<file path="src/rtl/bit_serial_adder_seq_pkg.sv">
// Shared definitions for the bit-serial adder sequencer: FSM state encoding
// and the default operand width.
package bit_serial_adder_seq_pkg;

    localparam int DEFAULT_WIDTH = 8;

    typedef enum logic [1:0] {
        ST_IDLE = 2'd0,
        ST_RUN  = 2'd1,
        ST_DONE = 2'd2
    } state_t;

endpackage

</file>
<file path="src/rtl/bit_serial_adder_seq_fa_pg_cell.sv">
// Combinational propagate/generate full-adder cell. The carry-out is formed
// by the caller from prop/gen so the carry flop can live in the sequencer.
module fa_pg_cell (
    input  logic a,
    input  logic b,
    input  logic cin,
    output logic prop,
    output logic gen,
    output logic sout
);

    assign prop = a ^ b;
    assign gen  = a & b;
    assign sout = prop ^ cin;

endmodule

</file>
<file path="src/rtl/bit_serial_adder_seq.sv">
// Bit-serial adder sequencer: LSB-first add over WIDTH cycles, result returned
// over valid/ready. Define SUB_MODE_EN to add the 'sub' port (A - B mode).
module bit_serial_adder_seq
    import bit_serial_adder_seq_pkg::*;
#(
    parameter int WIDTH = DEFAULT_WIDTH
) (
    input  logic             clk,
    input  logic             rst_n,
    input  logic             in_valid,
    output logic             in_ready,
    input  logic [WIDTH-1:0] op_a,
    input  logic [WIDTH-1:0] op_b,
    input  logic             cin,
`ifdef SUB_MODE_EN
    input  logic             sub,
`endif
    output logic             out_valid,
    input  logic             out_ready,
    output logic [WIDTH-1:0] sum,
    output logic             cout,
    output logic             all_prop
);

    localparam int CNT_W = $clog2(WIDTH);
    localparam logic [CNT_W-1:0] LAST_BIT = CNT_W'(WIDTH - 1);

    state_t             state_q, state_d;
    logic [WIDTH-1:0]   a_q, a_d;
    logic [WIDTH-1:0]   b_q, b_d;
    logic [WIDTH-1:0]   res_q, res_d;
    logic               carry_q, carry_d;
    logic               prop_q, prop_d;
    logic [CNT_W-1:0]   count_q, count_d;

    logic sub_sel;
    logic bit_p, bit_g, bit_s;

`ifdef SUB_MODE_EN
    assign sub_sel = sub;
`else
    assign sub_sel = 1'b0;
`endif

    fa_pg_cell u_cell (
        .a    (a_q[0]),
        .b    (b_q[0]),
        .cin  (carry_q),
        .prop (bit_p),
        .gen  (bit_g),
        .sout (bit_s)
    );

    always_comb begin
        // NOTE: every output of this block gets a default first so no path infers a latch.
        state_d   = state_q;
        a_d       = a_q;
        b_d       = b_q;
        res_d     = res_q;
        carry_d   = carry_q;
        prop_d    = prop_q;
        count_d   = count_q;
        in_ready  = 1'b0;
        out_valid = 1'b0;

        case (state_q)
            ST_IDLE: begin
                in_ready = 1'b1;
                if (in_valid) begin
                    // Subtraction is A + ~B + 1, so the forced carry replaces cin.
                    a_d     = op_a;
                    b_d     = op_b ^ {WIDTH{sub_sel}};
                    carry_d = sub_sel | cin;
                    prop_d  = 1'b1;
                    count_d = '0;
                    res_d   = '0;
                    state_d = ST_RUN;
                end
            end
            ST_RUN: begin
                a_d     = a_q >> 1;
                b_d     = b_q >> 1;
                res_d   = {bit_s, res_q[WIDTH-1:1]};
                carry_d = bit_g | (bit_p & carry_q);
                prop_d  = prop_q & bit_p;
                count_d = count_q + 1'b1;
                if (count_q == LAST_BIT) begin
                    state_d = ST_DONE;
                end
            end
            ST_DONE: begin
                out_valid = 1'b1;
                if (out_ready) begin
                    state_d = ST_IDLE;
                end
            end
            default: state_d = ST_IDLE;
        endcase
    end

    // Result pins read zero except while a result is being offered.
    assign sum      = out_valid ? res_q : '0;
    assign cout     = out_valid & carry_q;
    assign all_prop = out_valid & prop_q;

    // NOTE: datapath regs are reset alongside the FSM so no stale result survives a reset.
    always_ff @(posedge clk or negedge rst_n) begin
        if (!rst_n) begin
            state_q <= ST_IDLE;
            a_q     <= '0;
            b_q     <= '0;
            res_q   <= '0;
            carry_q <= 1'b0;
            prop_q  <= 1'b1;
            count_q <= '0;
        end else begin
            // NOTE: non-blocking assignments so every flop samples pre-edge values.
            state_q <= state_d;
            a_q     <= a_d;
            b_q     <= b_d;
            res_q   <= res_d;
            carry_q <= carry_d;
            prop_q  <= prop_d;
            count_q <= count_d;
        end
    end

endmodule

</file>
<file path="config.mk">
export PLATFORM = sky130hd
export DESIGN_NAME = bit_serial_adder_seq
export DESIGN_NICKNAME = d
export VERILOG_FILES = /design/src/rtl/bit_serial_adder_seq_pkg.sv /design/src/rtl/bit_serial_adder_seq_fa_pg_cell.sv /design/src/rtl/bit_serial_adder_seq.sv
export SDC_FILE = /design/constraint.sdc
export NUM_CORES = 1
export LEC_CHECK = 0
export ABC_AREA = 1
export CORE_ASPECT_RATIO = 1.2
export CORE_MARGIN = 2
export CORE_UTILIZATION = 48
export CTS_CLUSTER_DIAMETER = 150
export DETAILED_ROUTE_END_ITERATION = 12
export PLACE_DENSITY = 0.74
export SLEW_MARGIN = 0
export SYNTH_ARGS = -nofsm -noshare
export SYNTH_HDL_FRONTEND = slang
export SYNTH_HIERARCHICAL = 1
export SYNTH_SLANG_ARGS = --single-unit
</file>
<file path="constraint.sdc">
create_clock -name clk -period 1.3 [get_ports clk]
set_input_delay 0.13 -clock clk [delete_from_list [all_inputs] [get_ports clk]]
set_output_delay 0.13 -clock clk [all_outputs]
set_load 0.005 [all_outputs]
</file>
# Word level (Yosys, flattened, before mapping)

Cells that the tools add are included.

Eq/ne operators: 6
Bitwise operators: 8
Reduce and logical (&&, ||, !) cells: 4
Add/sub/neg operators: 1
Muxes and demuxes: 19

Operators by type and width:

| kind                                                             | number |
|---|---|
| 8-bit case mux with 2 select lines                               | 3 |
| 8-bit two-way mux                                                | 4 |
| 2-bit two-way mux                                                | 3 |
| 2-bit != test (second input constant)                            | 3 |
| 2-bit case mux with 3 select lines                               | 1 |
| 3-bit case mux with 2 select lines                               | 1 |
| 1-bit AND                                                        | 5 |
| 1-bit two-way mux                                                | 4 |
| 1-bit case mux with 2 select lines                               | 2 |
| 3-bit by 1-bit adder with 3-bit output (second input constant)   | 1 |
| 3-bit == test (second input constant)                            | 1 |
| 3-bit two-way mux                                                | 1 |
| 3-bit AND reduction                                              | 1 |
| 2-bit by 1-bit == test with 1-bit output (second input constant) | 1 |
| 2-bit == test (second input constant)                            | 1 |
| 2-bit zero test                                                  | 1 |
| 2-bit AND reduction                                              | 1 |
| 2-bit nonzero test                                               | 1 |
| 1-bit XOR                                                        | 2 |
| 1-bit bitwise OR                                                 | 1 |

Word-level logic and storage cells: 45
Input port bits: 21
Output and inout bits: 12
Register bits after elaboration: 31

# Logic depth before layout (Yosys ltp)

Gate-level depths: netlist (run 1).

Word-level depth: 4
Mapped depth: 7
Mapped depth without buffers: 6

# By module

Netlist (run 1), hierarchy kept.

By module, submodules not included:

| module               | times used | area an instance (µm²) | sequential area each (µm²) | cells each |
|---|---|---|---|---|
| bit_serial_adder_seq | 1          | 1488.9                 | 777.0                      | 173 |
| fa_pg_cell           | 1          | 31.3                   | 0.0                        | 6 |

# Least setup slack after synthesis (run 1)

Ideal clock, no wire load.

Path type: register to register
Start point: register count_q[0]
End point: register count_q[2]
Data arrival time: 0.916 ns
Cell stages (with the launch flop): 5
Buffers on the path: 0
Period minus slack after synthesis: 1.034 ns
Setup time: 0.117 ns
Required time: 1.183 ns
Setup slack: 0.266 ns
Cell sequence: dfrtp_1 -> ha_1 -> ha_1 -> nand2_1 -> nand2_1

Longest elaborated chain between the ends: 2

Ends and longest elaborated chain:

| item                                   | line                        | RTL |
|---|---|---|
| from (decl)                            | bit_serial_adder_seq.sv:34  | `logic [CNT_W-1:0] count_q, count_d;` |
| from (signal assigned)                 | bit_serial_adder_seq.sv:124 | `count_q <= count_d;` |
| 3-bit by 1-bit adder with 3-bit output | bit_serial_adder_seq.sv:86  | `count_d = count_q + 1'b1;` |
| 3-bit case mux with 2 select lines     | bit_serial_adder_seq.sv:66  | `case (state_q)` |

No other way between the ends.
A chain may end at the register's enable or synchronous reset.

# Final worst setup path (run 1)

Start point: register state_q[0]
End point: output sum[1]

Longest elaborated chain between the ends: 3

Ends and longest elaborated chain:

| item                   | line                        | RTL |
|---|---|---|
| from (decl)            | bit_serial_adder_seq.sv:28  | `state_t state_q, state_d;` |
| from (signal assigned) | bit_serial_adder_seq.sv:118 | `state_q <= state_d;` |
| 2-bit == test          | bit_serial_adder_seq.sv:66  |  |
| 1-bit two-way mux      | bit_serial_adder_seq.sv:66  |  |
| 8-bit two-way mux      | bit_serial_adder_seq.sv:102 | `assign sum = out_valid ? res_q : '0;` |
| to (decl)              | bit_serial_adder_seq.sv:20  | `output logic [WIDTH-1:0] sum,` |

No other way between the ends.

==> results of run 1 <==
state kept, by name, indices dropped and copies added (netlist names):
signal / cells
count_q: 3
carry_q: 1
res_q: 8
state_q: 2
b_q: 8
prop_q: 1
a_q: 8
area by class of cell:
class | instances | share of cell area
Sequential cell | 31 | 0.383
Multi-Input combinational cell | 119 | 0.321
Timing Repair Buffer | 48 | 0.206
Clock buffer | 8 | 0.0339
Inverter | 18 | 0.0333
Tap cell | 36 | 0.0222
metal layers:
metal / track usage / vias to the layer above
met1: 0.227 / 640
met3: 0.0512 / 8
met4: 0.0884 / 0
met2: 0.353 / 23
li1: - / 672
met5: 0 / -
how the worst max path moves through the flow:
stage | start | endpoint | slack (ns) | depth (start not counted)
2_1_floorplan | count_q[0] | count_q[2] | 0.27 | 4
3_3_place_gp | state_q[0] | cout | -0.11 | 4
3_5_place_dp | state_q[0] | sum[6] | -0.17 | 4
4_1_cts | state_q[0] | sum[5] | -0.12 | 5
5_1_grt | state_q[0] | sum[1] | -0.19 | 6
6_report | state_q[0] | sum[1] | -0.11 | 6
repair_timing:
action / CTS / global route
pin swaps: 2 / 4
gates resized for setup: 50 / 20
endpoints found under the setup margin: 12 / 31
setup buffers: 4 / 2
cloned: 1 / 1
power by group through the flow:
stage | clock network, mW | registers [mW] | logic, mW
floorplan | 0 | 1.55 | 1.11
global placement | 0 | 1.56 | 1.47
detailed placement | 0 | 1.58 | 1.51
CTS | 0.647 | 1.56 | 1.54
global route | 0.692 | 1.61 | 1.90
finish | 0.628 | 1.56 | 1.67
metrics by stage:
stage / total power [mW] / utilization / worst slack (ns)
2_1_floorplan: 2.67 / - / 0.266
6_report: 3.85 / 0.664 / -0.114
3_5_place_dp: 3.09 / 0.618 / -0.168
3_3_place_gp: 3.03 / 0.618 / -0.107
4_1_cts: 3.75 / 0.647 / -0.123
5_1_grt: 4.20 / 0.664 / -0.193
cell usage after synthesis:
library cell / instances / share of area
sky130_fd_sc_hd__nand2_1: 32 / 0.079
sky130_fd_sc_hd__inv_1: 16 / 0.040
sky130_fd_sc_hd__o21ai_0: 8 / 0.026
sky130_fd_sc_hd__inv_2: 2 / 0.0049
sky130_fd_sc_hd__o21ai_1: 2 / 0.0066
sky130_fd_sc_hd__nor2_1: 10 / 0.025
sky130_fd_sc_hd__buf_6: 4 / 0.030
sky130_fd_sc_hd__nor2_4: 1 / 0.0074
sky130_fd_sc_hd__a21oi_1: 1 / 0.0033
sky130_fd_sc_hd__nand2_4: 2 / 0.015
sky130_fd_sc_hd__ha_1: 3 / 0.025
sky130_fd_sc_hd__buf_2: 3 / 0.0099
sky130_fd_sc_hd__dfstp_2: 1 / 0.017
sky130_fd_sc_hd__nand3_1: 59 / 0.19
sky130_fd_sc_hd__nor2_2: 1 / 0.0041
sky130_fd_sc_hd__buf_4: 4 / 0.020
sky130_fd_sc_hd__dfrtp_1: 30 / 0.49
worst reg2reg max path, cell delays in order, from the launching register on:
cell	delay, ns
sky130_fd_sc_hd__dfrtp_1	0.42
sky130_fd_sc_hd__buf_4	0.17
sky130_fd_sc_hd__inv_2	0.15
sky130_fd_sc_hd__nand2_8	0.16
sky130_fd_sc_hd__nand3_1	0.13
sky130_fd_sc_hd__o21ai_0	0.08
cells by family after synthesis:
family | count (synthesis)
AND/OR/NAND/NOR | 105
flip-flops | 31
buffers and inverters | 29
AO/OA/AOI/OAI | 11
adder cells (fa/ha/maj) | 3
==> qor.txt, run 1 <==
status: complete, but fails checks
failing checks: negative setup slack
cell area after placement: 1890 µm²
maximum number of pins on one net before global-route repair: 37
uppermost layer routed: met4
Clock Latency Late Sink: 0.31 ns
H-tree level count: 2
routed metal-1 wire length: 1.51 mm
switching component of the power: 1.48 mW
commonest non-fill, non-tap cell in the layout: sky130_fd_sc_hd__nand3_1
sum of overflow across all layers after global routing: 0
max cap viols: 0
number of placed I/O pins: 33
crit-path max cell delay: 0.40 ns
DRC violations left: 0
syn nets: 203
worst rel slew slack: 0.807
post-synthesis compound-gate area fraction: 0.0362
count of endpoints failing setup in the final report: 5
mux contribution to synthesized area: 0
Fin. Hold Viols: 0
overall global routing resource usage: 0.199
data arrival time of the worst path: 1.28 ns
share of the yosys chip area belonging to registers: 0.511
Crit Path Class: reg -> out
CP max-delay cell: sky130_fd_sc_hd__dfrtp_1
die height: 65.7 µm
synthesized instance count: 179
hold_ws: 0.169 ns
final-layout setup total negative slack: -0.180 ns
Synth Warn #: 6
worst flop-to-flop path startpoint: state_q[1]
share of post-route cells with drive strength above 1: 0.228
TritonCTS buffer count: 5
number of antenna violations at the first check in global routing: 0
cell breakdown of the critical path: inv_2, nand2_4, buf_6, buf_6, nor2_4, buf_2
cell depth of the worst flop-to-flop path: 5
max-slew violation total from the final report: 0
post-synthesis cell type count: 17
area share of xor/xnor cells in the synthesized design: 0
detail-routed net length per standard cell: 12.9 µm
die area: 3640 µm²
cell mode on critical path: sky130_fd_sc_hd__buf_6
average footprint of a synthesized cell: 8.49 µm²
internal power: 2.37 mW
kind of cell with the highest combined delay on the critical path: buffers and inverters
flop and latch count out of synthesis: 31
shortest clock period the worst path allows after layout: 1.41 ns
startpoint kind of the worst setup timing path: flip-flop
half-perimeter wire length after placement: 2.13 mm
leakage power summed over all cells: 1.00 nW
summed instance area of the synthesized netlist: 1520 µm²
Final #Nets: 247
commonest cells after routing, fill and taps aside: sky130_fd_sc_hd__nand3_1 (59), sky130_fd_sc_hd__nand2_1 (30), sky130_fd_sc_hd__dfrtp_1 (30)
fraction of power spent switching nets: 0.385
global-route wire length before repair: 5.69 mm
capturing point of the worst reg2reg path: res_q[1]
Max rail drop VDD: 0.00145 V
clock root cell: sky130_fd_sc_hd__clkbuf_4
via count of the first global-routing pass: 1311
final standard cell count with taps included and fillers excluded: 260
relative contribution of combinational cells to total power: 0.433
CTS tree: done
count of filler cells inserted in the layout: 269
Port-buffer cells: 32
R2R Setup Slk: 0.07 ns
fraction of the mapped netlist area in simple logic gates: 0.324
adder and majority gate portion of the synthesized area: 0.0247
gpl congestion: 0.740
sequential cell area in the final layout: 777 µm²
DRT iter0 DRCs: 41
wire length on met2: 1.65 mm
Worst setup EP type: output pin
number of standard-cell rows in the floorplan: 22
total number of vias: 1343
final worst slack: -0.114 ns
total iterations of the first detailed-routing run: 5
clock net sink count: 31
post-route ant nets: 0
RSZ-0062 raised after global routing: true
area of the multi-input gates: 652 µm²
number of instances in the placed design: 245
hold buffers post-CTS: 0
Worst-Margin Slew: 0.288 ns
clock network fraction of design power: 0.163
antenna diode count: 0
largest family of logic cells by synthesized area: simple AND/OR/NAND/NOR gates
starting utilization of the core area: 0.498
Worst Skew: 0.00642 ns
routed via count divided by cell count: 5.17
maximum clock frequency: 0.707 GHz
Hold/Removal Path Class: in -> async
number of buffer and inverter instances along the worst setup path: 4
total non-filler cell area in the finished layout: 2030 µm²
part of the cycle the worst path needs: 1.09
die boundary width: 55.4 µm
share of power burned in registers: 0.404
clock transition at the register clock pins on the worst setup and hold paths after CTS: 0.09 ns
CP max FO: 6
met3 wire length: 104 µm
maximum clock path buffer count: 2
area of the core: 3060 µm²
layout overhead on the synthesized area: 33.4%
final wirelength: 3.34 mm
required time at the worst-slack endpoint: 1.17 ns
power density normalized to cell area: 1900 nW/µm²
Note: power is estimated with default switching activity, not from simulation.
==> run 2, diff against run 1 <==
Settings changed: CAP_MARGIN from default to 0, CORE_UTILIZATION 48 to 50, PLACE_DENSITY 0.74 to 0.77.
==> run 2 against run 1 <==
Effect of this change: the run still ends with negative setup slack left; clock power is 15% lower; via count up 7.5%; clock skew is essentially flat; die area down 3.7%; global-route usage up 2.8 points; worst hold slack got worse by 0.012 ns; utilization increased by 9.2 points; combinational power increased by 19%; critical path depth unchanged; count of clock-buffer cells in the layout decreased by 3; non-clock buffer count increased by 5; sequential power is essentially flat; highest routed layer unchanged.
==> qor.txt, run 2 (synthesis gave the netlist of run 1 again) <==
cell mode on critical path: sky130_fd_sc_hd__buf_6
Worst setup EP type: output pin
status: complete, but fails checks
final wirelength: 3.90 mm (+17%)
layout overhead on the synthesized area: 41.2%
number of standard-cell rows in the floorplan: 21 (-4.5%)
shortest clock period the worst path allows after layout: 1.41 ns (-0.000776 ns)
final standard cell count with taps included and fillers excluded: 264 (+1.5%)
worst rel slew slack: 0.814 (+0.00678)
routed via count divided by cell count: 5.47 (+5.9%)
max-slew violation total from the final report: 0 (unchanged)
gpl congestion: 0.705 (-4.8%)
kind of cell with the highest combined delay on the critical path: buffers and inverters
share of post-route cells with drive strength above 1: 0.278 (+0.0506)
half-perimeter wire length after placement: 2.25 mm (+5.8%)
post-route total power: 4.10 mW (+6.6%)
number of antenna violations at the first check in global routing: 0 (unchanged)
starting utilization of the core area: 0.536 (+0.0382)
leakage power summed over all cells: 1.06 nW (+6.0%)
DRT iter0 DRCs: 38 (-7.3%)
Worst Skew: 0.00611 ns (-0.000305 ns)
Clock Latency Late Sink: 0.32 ns (about the same)
commonest cells after routing, fill and taps aside: sky130_fd_sc_hd__nand3_1 (53), sky130_fd_sc_hd__nand2_1 (30), sky130_fd_sc_hd__dfrtp_1 (30)
Worst-Margin Slew: 0.278 ns (-0.0101 ns)
clock transition at the register clock pins on the worst setup and hold paths after CTS: 0.10 ns (about the same)
startpoint kind of the worst setup timing path: flip-flop
H-tree level count: 2 (unchanged)
part of the cycle the worst path needs: 1.09 (about the same)
hold_ws: 0.157 ns (-0.0124 ns)
Final #Nets: 253 (+2.4%)
area of the core: 2840 µm² (-7.1%)
DRC violations left: 0 (unchanged)
antenna diode count: 0 (unchanged)
commonest non-fill, non-tap cell in the layout: sky130_fd_sc_hd__nand3_1
post-route ant nets: 0 (unchanged)
die height: 64.4 µm (-1.9%)
total iterations of the first detailed-routing run: 4 (-1)
number of placed I/O pins: 33 (unchanged)
CP max FO: 4 (-2)
number of buffer and inverter instances along the worst setup path: 4 (unchanged)
power density normalized to cell area: 1910 nW/µm² (+0.71%)
Crit Path Class: reg -> out
cell area after placement: 1870 µm² (-0.79%)
via count of the first global-routing pass: 1386 (+5.7%)
CP max-delay cell: sky130_fd_sc_hd__dfrtp_1
number of instances in the placed design: 243 (-0.82%)
count of filler cells inserted in the layout: 215 (-20%)
maximum number of pins on one net before global-route repair: 37 (unchanged)
overall global routing resource usage: 0.227 (+0.0277)
cell breakdown of the critical path: inv_2, nand2_4, buf_6, buf_6, nor2_1, buf_2
clock net sink count: 31 (unchanged)
detail-routed net length per standard cell: 14.8 µm (+15%)
clock root cell: sky130_fd_sc_hd__clkbuf_4
CTS tree: done
Fin. Hold Viols: 0 (unchanged)
final worst slack: -0.114 ns (+0.000776 ns)
maximum clock path buffer count: 2 (unchanged)
Worst Setup Slack post-DPL: -0.178 ns (-0.00957 ns)
maximum clock frequency: 0.707 GHz (about the same)
Max rail drop VDD: 0.00120 V (-17%)
global-route wire length before repair: 5.84 mm (+2.5%)
die area: 3500 µm² (-3.7%)
count of endpoints failing setup in the final report: 19 (+14)
Port-buffer cells: 32 (unchanged)
data arrival time of the worst path: 1.28 ns (about the same)
failing checks: negative setup slack
die boundary width: 54.3 µm (-1.9%)
sum of overflow across all layers after global routing: 0 (unchanged)
RSZ-0062 raised after global routing: true
crit-path max cell delay: 0.40 ns (about the same)
max cap viols: 0 (unchanged)
total non-filler cell area in the finished layout: 2150 µm² (+5.8%)
registers with the highest flip-flop counts: a_q (8), b_q (8), res_q (8)
TritonCTS buffer count: 5 (unchanged)
total number of vias: 1444 (+7.5%)
Hold/Removal Path Class: in -> async
required time at the worst-slack endpoint: 1.17 ns (about the same)
==> run 2: cell count changes in the layout (fill, tap and decap cells not counted), sizes merged <==
cell / before / now
nand2: 34 / 35
clkbuf: 8 / 6
clkinv: 0 / 4
buf: 28 / 32
inv: 18 / 17
==> run 2: metal layers <==
metal,wire length (µm),vias to the layer above,GRT usage
li1,-,689,-
met1,1570,707,0.262
met4,40,0,0.0781
met5,0,-,0
met2,2080,44,0.396
met3,213,4,0.0514
==> run 2: what timing repair did <==
| item | 4_1_cts | 5_1_grt |
|---|---|---|
| endpoints found under the setup margin | 12 | 41 |
| buffers inserted | 4 | 7 |
| resized for setup | 55 | 31 |
| pin swaps | 1 | 13 |
| cloned | 0 | 2 |
| hold buffers | 0 | 0 |
==> run 2: report_power, final <==
group          switching (mW)  leakage [nW]  internal, mW
clock                   0.335        0.0347         0.201
combinational            1.12         0.628         0.872
sequential              0.220         0.400          1.36
==> run 2: final cells by class <==
cell class	count	area, µm²	share of cell area
Clock buffer	5	37.5	0.0175
Timing Repair Buffer	53	508	0.237
Tap cell	34	42.5	0.0198
Inverter	18	75.1	0.0350
Sequential cell	31	777	0.362
Multi-Input combinational cell	120	691	0.322
Clock inverter	3	15.0	0.00700
==> run 2: path summary, 6_finish.rpt <==
check                           start     end  slack [ns]  cells past startpoint
setup / recovery           state_q[0]  sum[2]       -0.11                      6
hold / removal                  rst_n  a_q[1]        0.16                      2
setup reg to reg           state_q[0]  a_q[6]       -0.04                      8
hold reg to reg                b_q[3]  b_q[2]        0.50                      2
max in group asynchronous       rst_n  prop_q        0.91                      2
min in group clk              op_b[7]  b_q[7]        0.35                      3
==> run 2: per-stage QoR <==
stage                util  TNS, ns
global placement    0.660    -1.24
global route        0.756    -2.44
CTS                 0.685   -0.519
detailed placement  0.660    -1.58
floorplan               -        0
finish              0.756   -0.730
